$ cat config.mk
export PLATFORM = sky130hd
export DESIGN_NAME = keypad_scan_ctrl
export DESIGN_NICKNAME = d
export VERILOG_FILES = /design/src/rtl/keypad_scan_ctrl.sv
export SDC_FILE = /design/constraint.sdc
export NUM_CORES = 1
export LEC_CHECK = 0
export ABC_CLOCK_PERIOD_IN_PS = 3600
export BUFFER_PORTS_ARGS = -buffer_cell sky130_fd_sc_hd__buf_2
export CORE_ASPECT_RATIO = 0.75
export CORE_UTILIZATION = 63
export DETAILED_ROUTE_END_ITERATION = 8
export GPL_TIMING_DRIVEN = 0
export PLACE_DENSITY = 0.83
export SLEW_MARGIN = 20
export SYNTH_ARGS = -nofsm -noshare
export SYNTH_HDL_FRONTEND = slang
export SYNTH_SLANG_ARGS = --single-unit
$ cat constraint.sdc
create_clock -name clk -period 3.6 [get_ports clk]
set_input_delay 0.18 -clock clk [delete_from_list [all_inputs] [get_ports clk]]
set_output_delay 0.18 -clock clk [all_outputs]
set_load 0.005 [all_outputs]
$ cat src/rtl/keypad_scan_ctrl.sv
// 4x4 matrix keypad scanner: one-hot column drive, synchronized row sampling,
// press/release debounce and a small key-code FIFO with a valid/ready read port.
module keypad_scan_ctrl #(
    parameter int SCAN_DIV     = 16,
    parameter int DEBOUNCE_CNT = 25,
    parameter int FIFO_DEPTH   = 4
) (
    input  logic       clk,
    input  logic       rst,
    input  logic [3:0] row_in,
    output logic [3:0] col_out,
    output logic [3:0] key_code,
    output logic       key_valid,
    input  logic       key_ready,
    output logic       overflow,
    input  logic       ovf_clr
);

    localparam int DIV_W = (SCAN_DIV > 1) ? $clog2(SCAN_DIV) : 1;
    localparam int DEB_W = $clog2(DEBOUNCE_CNT + 1);
    localparam int PTR_W = (FIFO_DEPTH > 1) ? $clog2(FIFO_DEPTH) : 1;
    localparam int CNT_W = PTR_W + 1;

    localparam logic [DIV_W-1:0] DIV_LAST  = DIV_W'(SCAN_DIV - 1);
    localparam logic [DEB_W-1:0] DEB_LAST  = DEB_W'(DEBOUNCE_CNT - 1);
    localparam logic [CNT_W-1:0] CNT_FULL  = CNT_W'(FIFO_DEPTH);

    typedef enum logic [1:0] {
        ST_SCAN,
        ST_DEBOUNCE,
        ST_PUSH,
        ST_RELEASE
    } state_t;

    logic [3:0]       row_meta_q, row_s_q;
    state_t           state_q, state_d;
    logic [DIV_W-1:0] div_q, div_d;
    logic [DEB_W-1:0] deb_q, deb_d;
    logic [1:0]       col_idx_q, col_idx_d;
    logic [1:0]       row_idx_q, row_idx_d;
    logic [3:0]       col_out_q, col_out_d;
    logic [PTR_W-1:0] wr_ptr_q, wr_ptr_d;
    logic [PTR_W-1:0] rd_ptr_q, rd_ptr_d;
    logic [CNT_W-1:0] count_q, count_d;
    logic             overflow_q, overflow_d;
    logic [3:0]       fifo_mem [FIFO_DEPTH];

    logic row_sel;
    logic fifo_full;
    logic push_req;
    logic push;
    logic pop;
    logic ovf_set;

    assign row_sel   = row_s_q[row_idx_q];
    assign fifo_full = (count_q == CNT_FULL);
    assign key_valid = (count_q != '0);
    assign pop       = key_valid & key_ready;
    assign push_req  = (state_q == ST_PUSH);
    // A pop in the same cycle frees the head slot, so a push into a full FIFO still lands.
    assign push      = push_req & (~fifo_full | pop);
    assign ovf_set   = push_req & fifo_full & ~pop;

    assign col_out  = col_out_q;
    assign overflow = overflow_q;
    assign key_code = key_valid ? fifo_mem[rd_ptr_q] : 4'b0000;

    always_comb begin
        state_d   = state_q;
        div_d     = div_q;
        deb_d     = deb_q;
        col_idx_d = col_idx_q;
        row_idx_d = row_idx_q;
        case (state_q)
            ST_SCAN: begin
                if (div_q == DIV_LAST) begin
                    div_d = '0;
                    if (row_s_q != 4'b0000) begin
                        if (row_s_q[0])      row_idx_d = 2'd0;
                        else if (row_s_q[1]) row_idx_d = 2'd1;
                        else if (row_s_q[2]) row_idx_d = 2'd2;
                        else                 row_idx_d = 2'd3;
                        deb_d   = '0;
                        state_d = ST_DEBOUNCE;
                    end else begin
                        col_idx_d = col_idx_q + 2'd1;
                    end
                end else begin
                    div_d = div_q + 1'b1;
                end
            end
            ST_DEBOUNCE: begin
                if (row_sel) begin
                    if (deb_q == DEB_LAST) begin
                        deb_d   = '0;
                        state_d = ST_PUSH;
                    end else begin
                        deb_d = deb_q + 1'b1;
                    end
                end else begin
                    deb_d   = '0;
                    div_d   = '0;
                    state_d = ST_SCAN;
                end
            end
            ST_PUSH: begin
                deb_d   = '0;
                state_d = ST_RELEASE;
            end
            default: begin
                if (!row_sel) begin
                    if (deb_q == DEB_LAST) begin
                        deb_d     = '0;
                        div_d     = '0;
                        col_idx_d = col_idx_q + 2'd1;
                        state_d   = ST_SCAN;
                    end else begin
                        deb_d = deb_q + 1'b1;
                    end
                end else begin
                    deb_d = '0;
                end
            end
        endcase
        col_out_d = 4'b0001 << col_idx_d;
    end

    always_comb begin
        wr_ptr_d = wr_ptr_q;
        rd_ptr_d = rd_ptr_q;
        count_d  = count_q;
        if (push) wr_ptr_d = wr_ptr_q + 1'b1;
        if (pop)  rd_ptr_d = rd_ptr_q + 1'b1;
        case ({push, pop})
            2'b10:   count_d = count_q + 1'b1;
            2'b01:   count_d = count_q - 1'b1;
            default: count_d = count_q;
        endcase
        overflow_d = ovf_set | (overflow_q & ~ovf_clr);
    end

    always_ff @(posedge clk) begin
        if (rst) begin
            row_meta_q <= 4'b0000;
            row_s_q    <= 4'b0000;
            state_q    <= ST_SCAN;
            div_q      <= '0;
            deb_q      <= '0;
            col_idx_q  <= 2'd0;
            row_idx_q  <= 2'd0;
            col_out_q  <= 4'b0001;
            wr_ptr_q   <= '0;
            rd_ptr_q   <= '0;
            count_q    <= '0;
            overflow_q <= 1'b0;
        end else begin
            row_meta_q <= row_in;
            row_s_q    <= row_meta_q;
            state_q    <= state_d;
            div_q      <= div_d;
            deb_q      <= deb_d;
            col_idx_q  <= col_idx_d;
            row_idx_q  <= row_idx_d;
            col_out_q  <= col_out_d;
            wr_ptr_q   <= wr_ptr_d;
            rd_ptr_q   <= rd_ptr_d;
            count_q    <= count_d;
            overflow_q <= overflow_d;
        end
    end

    // Storage is not reset; key_code is masked to zero whenever the FIFO is empty.
    always_ff @(posedge clk) begin
        if (push) fifo_mem[wr_ptr_q] <= {row_idx_q, col_idx_q};
    end

endmodule

==> results of run 1 <==
## final timing paths
check / from / end / slack, ps / depth (start not counted)
worst max-delay path: row_idx_q[0] / col_out[2] / 1330 / 5
worst min-delay path: row_in[3] / row_meta_q[3] / 70 / 2
worst max register to register: row_idx_q[0] / col_out[2] / 1330 / 5
worst min register to register: row_meta_q[0] / row_s_q[0] / 450 / 1
## layout make-up
cell class	count	share of cell area, %
inverters	14	1.99
plain buffers	6	0.853
clock buffers	5	2.61
well taps	50	2.37
flip-flops and latches	53	46.3
clock inverters	3	1.90
multi-input cells	148	41.0
repair buffers	16	3.03
## logic make-up (layout without fill, tap and decap cells)
family	after synthesis	in the layout	share of synthesized area [%]
flops	53	53	51.3
simple gates	82	82	18.9
buf+inv	20	44	3.16
mux	12	12	7.79
fa+ha+maj	12	12	6.63
compound gates	36	36	9.94
xor+xnor	6	6	2.21
## power groups by stage
stage / logic (uW) / registers, uW / clock network, uW
2_1_floorplan: 109 / 658 / 0
3_3_place_gp: 137 / 662 / 0
3_5_place_dp: 140 / 663 / 0
4_1_cts: 140 / 649 / 420
5_1_grt: 157 / 652 / 444
6_report: 140 / 649 / 416
## metrics by stage
step | utilization (%) | cell area, um^2 | hold slack (ps) | worst slack (ps)
final | 76.6 | 2640 | 69.6 | 1330
after global routing | 76.6 | 2640 | 64.0 | 1190
after CTS | 76.6 | 2640 | 68.5 | 1370
after detailed placement | 73.2 | 2520 | 395 | 1410
after global placement | 73.2 | 2520 | 391 | 1410
after floorplan | - | 2380 | 308 | 1600
## state kept, by name, summed over array words and instances, names as in the netlist, named ones only
signal      flops
col_idx_q       2
col_out         4
count_q         3
deb_q           5
div_q           4
fifo_mem       16
overflow        1
rd_ptr_q        2
row_idx_q       2
row_meta_q      4
row_s_q         4
state_q         2
wr_ptr_q        2
## placed cells by master (no fill, tap or decap), types with 6 or more instances in the layout
cell       n
buf_2     16
ha_1      11
o21ai_0    6
dfxtp_1   37
nand2_1    9
edfxtp_1  16
nor3_1     7
inv_1     14
nor2_1    20
nor2b_1   17
a21oi_1   12
## per-layer routing
| layer | up-vias | part of all wire, % | global-route usage, % |
|---|---|---|---|
| met3 | 6 | 5.3 | 6.75 |
| met5 | - | 0 | 0 |
| li1 | 832 | - | - |
| met2 | 44 | 44 | 32.6 |
| met1 | 784 | 49 | 32.4 |
| met4 | 0 | 1.5 | 7.28 |
==> impl_metrics.ini, run 1 <==
[synth]
synthesis.instances = 221
synthesis.area_um2 = 2380
synth-edff-count = 16
synth_commonest_cells = dfxtp_1 (37), nor2_1 (20), nor2b_1 (17)
yosysUniqueCellTypes = 46
synth_flop_cell = dfxtp_1
synth_warnings = 0
synth_fp_nets = 241
yosys.area.top_type = dfxtp_1
asyncSetResetFlopFracSynth_pct = 0
yosysTopAreaCellShare_pct = 31.1
synth.most_common_cell = dfxtp_1
yosys-top-cells-area = dfxtp_1 (31%), edfxtp_1 (20%), ha_1 (5.8%)
sequential_area_share_after_synthesis_pct = 51.3
ff_latch_count_synth = 53
avg_synthesized_cell_area_um2 = 10.8

[sta]
unrepaired_setup_endpoints_after_global_routing = false
finalSetupTns_ps = 0
slew_headroom_pct = 50.8
final-max-slew-violation-count = 0
skew_ps = 5.26
post_route_fraction_of_the_period_consumed_by_the_critical_path_pct = 63.1
setup_viol = 0
worst-slew-pin-transition_ps = 732
final-hold-violation-count = 0
fin_crit_ps = 2270
max_freq_mhz = 440

[layout]
multi_input_gate_area_in_the_final_layout_um2 = 1080
layout_area_overhead_pct = 11.0
post_layout_nonfiller_instances = 295
finish.net_count = 264
antennaDiodeCount = 0
final.fill_count = 248
area.sequential_um2 = 1220
drive_above_1_share_pct = 14.3

[power_and_ir_drop]
total_power_uw = 1210
p_per_area_nw_per_um2 = 457
comb_power_share_pct = 11.6
clock_power_share_pct = 34.5
share_seq_of_total_power_pct = 53.8
worst_supply_voltage_drop_on_vdd_v = 0.000299
p_int_uw = 909
power.switching_fraction_pct = 24.6
leakage_power_total_uw = 0.000998
total_switching_power_uw = 296

[grt]
grt.total_usage_pct = 22.5
grt_pass1_wl_mm = 6.71
grt_pass1_vias = 1430
total_congestion_overflow = 0
antenna_violations_before_repair = 0
grt_start_max_net_pins = 19

[placed_design]
placed_cells_incl_taps = 287
place.port_buffers = 16
hpwlAfterDp_mm = 2.93
globalplace.congestion = 0.767

[cts]
tritoncts_clock_tree = built
clkLatencyLatePin_ps = 310
post_cts.resized_instances = 0
cts_hold_buffers = 0
post_cts_setup_driven_buffer_insertion_count = 0
cts_made_buffers = 5
clock-sinks = 53
clk_pin_slew_ps = 100
clock-root-buffer = clkbuf_8
clock_h_tree_levels = 2
ctsLongestPathBuffers = 2

[worst_setup_path]
crit_path_max_fo = 6
worst_setup_path_start_kind = register
critical-path-max-stage-delay_ps = 630
dominant_delay_contributor_by_cell_family_on_the_critical_path = multiplexers
critical_path.endpoint_type = register
critPathRequiredTime_ps = 3830
critPathArrivalTime_ps = 2500
slowest_stage = mux4_2
critical_path.cell_chain = mux4_2 > nor2_1 > xor2_1 > a211oi_1 > nor3b_1
cp_num_buf_inv = 0
critical_setup_path_class = register to register

[drt]
remaining_drc_errors = 0
first_iteration_detailed_routing_drc_count = 108
antenna_violating_nets_post_route = 0
drt_pass1_iterations = 4
routed-via-count = 1666
vias_per_cell = 5.65
final_routed_wire_length_divided_by_cell_count_um = 13.9
drt-total-wl_mm = 4.11

[die]
dieArea_um2 = 4030
die_h_um = 55.2
num_rows = 18
num_io_pins = 18
dieWidth_um = 73.0
core_area_um2 = 3450
floorplan.initialDensity_pct = 69.0

[flow_run]
max-cap-violations = 0

[worst_hold_path]
hold_path.class = input port to register

[status]
status = completed
(Power assumes the default switching activity.)
==> run 2, diff against run 1 <==
- ABC_CLOCK_PERIOD_IN_PS: 3600 -> 1900
- CORE_UTILIZATION: 63 -> 53
- PLACE_DENSITY: 0.83 -> 0.74
- clock period: 3.6 -> 1.9 ns (I/O delays scaled with it)
==> run 2 against run 1 <==
  * The flow now finishes with violations (setup timing)
  * Total power up 86%
  * First-iteration DRC count rose by 17%
  * Global-route usage down 0.085 points
  * Critical path depth up 1
  * Worst hold slack better by 22 ps
  * Routed wire length up 17%
  * Clock power rose by 59%
  * Via count up 4.6%
  * Flip-flop and latch count did not move
  * Highest routed layer unchanged
==> impl_metrics.ini, run 2 (same netlist as run 1, synthesis figures left out) <==
[worst_setup_path]
critPathRequiredTime_ps = 2150
worst_setup_path_start_kind = register
r2r_end = div_q[3]
critical_path.endpoint_type = register
r2r.worst_path.cells = 6
regToRegSetupSlack_ps = -60
critical_setup_path_class = register to register
critPathArrivalTime_ps = 2210
crit_path_max_fo = 6
rr_startpoint = state_q[1]

[sta]
worst-slew-pin-transition_ps = 653
fin_hold_ws_ps = 91.8
skew_ps = 11.9
max_freq_mhz = 511
post_route_fraction_of_the_period_consumed_by_the_critical_path_pct = 103
final.setup.worst_slack_ps = -57.1
final-max-slew-violation-count = 0
setup_viol = 1
slew_headroom_pct = 56.0
final-hold-violation-count = 0
unrepaired_setup_endpoints_after_global_routing = true
fin_crit_ps = 1960

[layout]
final.fill_count = 299
area.sequential_um2 = 1230
largest_register_ff_count = 16
finish.net_count = 278
post-route-util_pct = 69.5
multi_input_gate_area_in_the_final_layout_um2 = 1230
antennaDiodeCount = 0
reg.largest.list = fifo_mem x16, deb_q x5
mostFrequentLayoutCell = dfxtp_1
most-common-layout-cells = dfxtp_1 (31), nor2_1 (20), nor2b_1 (17), edfxtp_1 (16), buf_2 (16)
registers.top_by_ff_count = fifo_mem
post-route-cell-area_um2 = 2900
layout_area_overhead_pct = 22.0
drive_above_1_share_pct = 27.8

[placed_design]
place.port_buffers = 16
post_dp_cell_area_um2 = 2530
setup_slack_placement_ps = -311
globalplace.congestion = 0.783
hpwlAfterDp_mm = 3.18

[die]
die_h_um = 60.0
num_rows = 20
floorplan.initialDensity_pct = 56.9
dieWidth_um = 79.4
num_io_pins = 18
dieArea_um2 = 4760
core_area_um2 = 4180

[grt]
grt_start_max_net_pins = 19
globalRouteMet2Util_pct = 35.0
grt.total_usage_pct = 22.4
antenna_violations_before_repair = 0
grt_pass1_wl_mm = 7.89
use_met3_pct = 5.19
total_congestion_overflow = 0
met1_usage_pct = 31.4
gr-max-usage-layer = met2
grt_pass1_vias = 1669

[power_and_ir_drop]
power.switching_fraction_pct = 27.0
leakage_power_total_uw = 0.00109
worst_supply_voltage_drop_on_vdd_v = 0.000590
share_seq_of_total_power_pct = 55.0
p_int_uw = 1630
total_switching_power_uw = 605
clock_power_share_pct = 29.5
p_per_area_nw_per_um2 = 771
comb_power_share_pct = 15.5

[drt]
antenna_violating_nets_post_route = 0
final_routed_wire_length_divided_by_cell_count_um = 15.4
remaining_drc_errors = 0
drt_pass1_iterations = 4
vias_per_cell = 5.55
drt-total-wl_mm = 4.83
routed-via-count = 1743
first_iteration_detailed_routing_drc_count = 126

[cts]
cts_made_buffers = 5
clock_h_tree_levels = 2
clock-sinks = 53
clkLatencyLatePin_ps = 310
tritoncts_clock_tree = built
clock-root-buffer = clkbuf_8
ctsLongestPathBuffers = 2
clk_pin_slew_ps = 100

[status]
violations = setup timing
status = complete, but fails checks

[worst_hold_path]
hold_path_end = overflow
hold_depth = 4
hold_path_startpoint = ovf_clr
hold_path.class = input port to register

[flow_run]
max-cap-violations = 0
## run 2: changes by cell type in the layout (fill, tap and decap cells not counted), moves of 3 or more
cell           previous run  this run
buf_4                     0        11
dfxtp_1                  37        31
dlygate4sd3_1             0         4
ha_1                     11         8
ha_4                      0         3
inv_1                    14        11
o21ai_0                   6         3
dfxtp_2                   0         4
## run 2: critical path, cell delays in order, from the launching register on
cell and delay [ps]:
dfxtp_2 410, inv_1 100, ha_1 270, nand2b_1 170
a221o_1 390, or4_1 430, a21oi_2 120
## run 2: repair_timing
action                                  4_1_cts  5_1_grt
endpoints found under the hold margin         4        0
endpoints found under the setup margin       15       18
gates resized for setup                      18       21
setup buffers                                 9        2
hold buffers                                  4        0
cloned                                        0        0
pin swaps                                     3        8
## run 2: power groups by stage
stage,combinational [uW],sequential (uW),clock (uW)
floorplan,206,1250,0
global placement,262,1250,0
detailed placement,271,1260,0
CTS,329,1230,668
global route,386,1240,718
finish,347,1230,660
## run 2: cell type report
cell class	count	share of cell area, %
timing repair buffer	31	6.98
tap	55	2.37
clock inverter	3	0.819
clock buffer	5	2.37
buffer	5	0.647
sequential	53	42.5
multi-input combinational	148	42.4
inverter	14	1.90
## run 2: worst max path at each step
stage	to	start	slack (ps)	depth (start not counted)
3_5_place_dp	col_out[2]	state_q[1]	-310	7
4_1_cts	div_q[3]	row_idx_q[0]	-20	4
5_1_grt	state_q[1]	deb_q[0]	-130	7
2_1_floorplan	div_q[3]	row_idx_q[0]	-10	4
3_3_place_gp	col_out[2]	state_q[1]	-250	7
6_report	div_q[3]	state_q[1]	-60	6
## run 2: through the flow
step                      power [uW]  setup TNS, ps  std cells
after floorplan                 1450          -15.0        221
after detailed placement        1530          -2030        292
after global routing            2340           -682        314
final                           2240          -57.1        314
after CTS                       2230          -23.5        313
after global placement          1520          -1490        292
## run 2: routing by layer
layer	vias to the layer above	routed length (um)
met5	-	0
met4	0	88
met3	12	180
met2	37	2170
met1	834	2390
li1	860	-
==> run 3, diff against run 2 <==
- CELL_PAD_IN_SITES_DETAIL_PLACEMENT: not set -> 0
- CELL_PAD_IN_SITES_GLOBAL_PLACEMENT: not set -> 2
- CORE_UTILIZATION: 53 -> 35
- PLACE_DENSITY: 0.74 -> not set
- PLACE_DENSITY_LB_ADDON: not set -> 0.1
==> run 3 against run 2 <==
  * The flow still finishes with violations (setup timing)
  * Maximum frequency up 0.52%
  * Worst hold slack worse by 7.2 ps
  * First-iteration DRC count down 71%
  * Largest power group unchanged
  * Utilization down 24 points
  * Final area up 0.22%
  * Die area up 50%
  * Register-to-register slack about the same
  * Critical path type unchanged
  * Critical path depth down 2
  * Clock skew down 5.8 ps
  * Cell count up 8.0%
  * Via count down 3.2%
==> impl_metrics.ini, run 3 (same netlist as run 1, synthesis figures left out) <==
[status]
status = complete, but fails checks
violations = setup timing

[drt]
final_routed_wire_length_divided_by_cell_count_um = 14.7
drt_pass1_iterations = 4
first_iteration_detailed_routing_drc_count = 36
vias_per_cell = 4.98
drt-total-wl_mm = 5.00
remaining_drc_errors = 0
antenna_violating_nets_post_route = 0
routed-via-count = 1687

[placed_design]
globalplace.congestion = 0.690
setup_slack_placement_ps = -391
place.port_buffers = 16
hpwlAfterDp_mm = 3.37

[layout]
registers.top_by_ff_count = fifo_mem
layout_area_overhead_pct = 22.3
drive_above_1_share_pct = 27.1
reg.largest.list = fifo_mem x16, deb_q x5
most-common-layout-cells = dfxtp_1 (30), nor2_1 (20), nor2b_1 (17), edfxtp_1 (16), buf_2 (16)
final.fill_count = 629
antennaDiodeCount = 0
mostFrequentLayoutCell = dfxtp_1
largest_register_ff_count = 16
finish.net_count = 277

[die]
floorplan.initialDensity_pct = 36.9
core_area_um2 = 6440
dieArea_um2 = 7130
num_rows = 25
die_h_um = 73.4
num_io_pins = 18
dieWidth_um = 97.2

[worst_setup_path]
critical_setup_path_class = register to register
worst_setup_path_startpoint = row_idx_q[0]
regToRegSetupSlack_ps = -50
dominant_delay_contributor_by_cell_family_on_the_critical_path = multiplexers
slowest_stage = mux4_2
critical_path_depth_in_cells = 4
critPathRequiredTime_ps = 2150
r2r_end = div_q[3]
worst_setup_path_start_kind = register
cp_num_buf_inv = 0
critical_path.endpoint_type = register
critical-path-max-stage-delay_ps = 560
critical_path.cell_chain = mux4_2 > a221o_2 > or4_4 > a21oi_2
r2r.worst_path.cells = 4
critPathCapture = div_q[3]
rr_startpoint = row_idx_q[0]
crit_path_max_fo = 5
critPathArrivalTime_ps = 2200

[worst_hold_path]
hold_depth = 4
hold_path.class = input port to register

[grt]
grt_start_max_net_pins = 20
grt_pass1_wl_mm = 8.22
total_congestion_overflow = 0
grt.total_usage_pct = 15.0
antenna_violations_before_repair = 0
grt_pass1_vias = 1640

[sta]
final-max-slew-violation-count = 0
max_freq_mhz = 514
skew_ps = 6.11
final.setup.worst_slack_ps = -46.9
slew_headroom_pct = 55.1
fin_hold_ws_ps = 84.6
worst-slew-pin-transition_ps = 674
post_route_fraction_of_the_period_consumed_by_the_critical_path_pct = 102
final-hold-violation-count = 0
setup_viol = 4
unrepaired_setup_endpoints_after_global_routing = true
fin_crit_ps = 1950

[power_and_ir_drop]
worst_supply_voltage_drop_on_vdd_v = 0.000308
p_per_area_nw_per_um2 = 787
leakage_power_total_uw = 0.00107

[cts]
tritoncts_clock_tree = built
clkLatencyLatePin_ps = 310
cts_made_buffers = 5
clock-sinks = 53
clock_h_tree_levels = 2
clk_pin_slew_ps = 110
clock-root-buffer = clkbuf_8
ctsLongestPathBuffers = 2

[flow_run]
max-cap-violations = 0
## run 3: cell count changes in the layout (fill, tap and decap cells not counted), sizes merged
cell,before,now
buf,28,27
inv,17,16
clkinv,0,1
## run 3: repair_timing
action                                  4_1_cts  5_1_grt
hold buffers                                  4        0
buffers inserted                              7        3
resized for setup                            17       20
pin swaps                                     3        6
endpoints found under the setup margin       21       21
hold endpoints to repair                      4        0
## run 3: worst min-delay path by stage
stage,startpoint,to,slack (ps)
detailed placement,row_in[3],row_meta_q[3],310
global route,ovf_clr,overflow,130
CTS,ovf_clr,overflow,60
finish,ovf_clr,overflow,80
floorplan,row_in[0],row_meta_q[0],220
global placement,row_in[1],row_meta_q[1],300
## run 3: worst min-delay path, stage by stage
cell and delay (ps):
buf_2 70, nor2b_1 40, a21oi_1 110, nor2_1 40
## run 3: metrics by stage
step	cells	power [uW]	TNS (ps)	utilization [%]	area, um^2
floorplan	221	1450	-15.0	-	2380
finish	339	2290	-164	45.1	2910
CTS	337	2290	-105	43.9	2830
global route	339	2410	-1210	45.1	2910
detailed placement	318	1530	-2720	39.8	2560
global placement	318	1530	-2860	39.8	2560
## run 3: where the power goes
part           internal [uW]  leakage [uW]  total, uW  switching (uW)
Sequential              1190      0.000453       1230            39.7
Clock                    277     0.0000506        704             427
Combinational            177      0.000570        352             174
## run 3: per-layer routing
layer  vias up  wire, um  GRT usage [%]
met5         -         0              0
met4         0        57           5.97
met3         5       110           2.95
met2        17      2210           22.7
met1       808      2630           21.1
li1        857         -              -
## run 3: cell type report
cell class | count | area [um^2] | share of cell area (%)
plain buffers | 5 | 18.8 | 0.645
clock buffers | 5 | 68.8 | 2.37
clock inverters | 3 | 28.8 | 0.989
inverters | 14 | 55.1 | 1.89
multi-input cells | 148 | 1200 | 41.2
flip-flops and latches | 53 | 1240 | 42.5
well taps | 81 | 101 | 3.48
repair buffers | 30 | 199 | 6.84
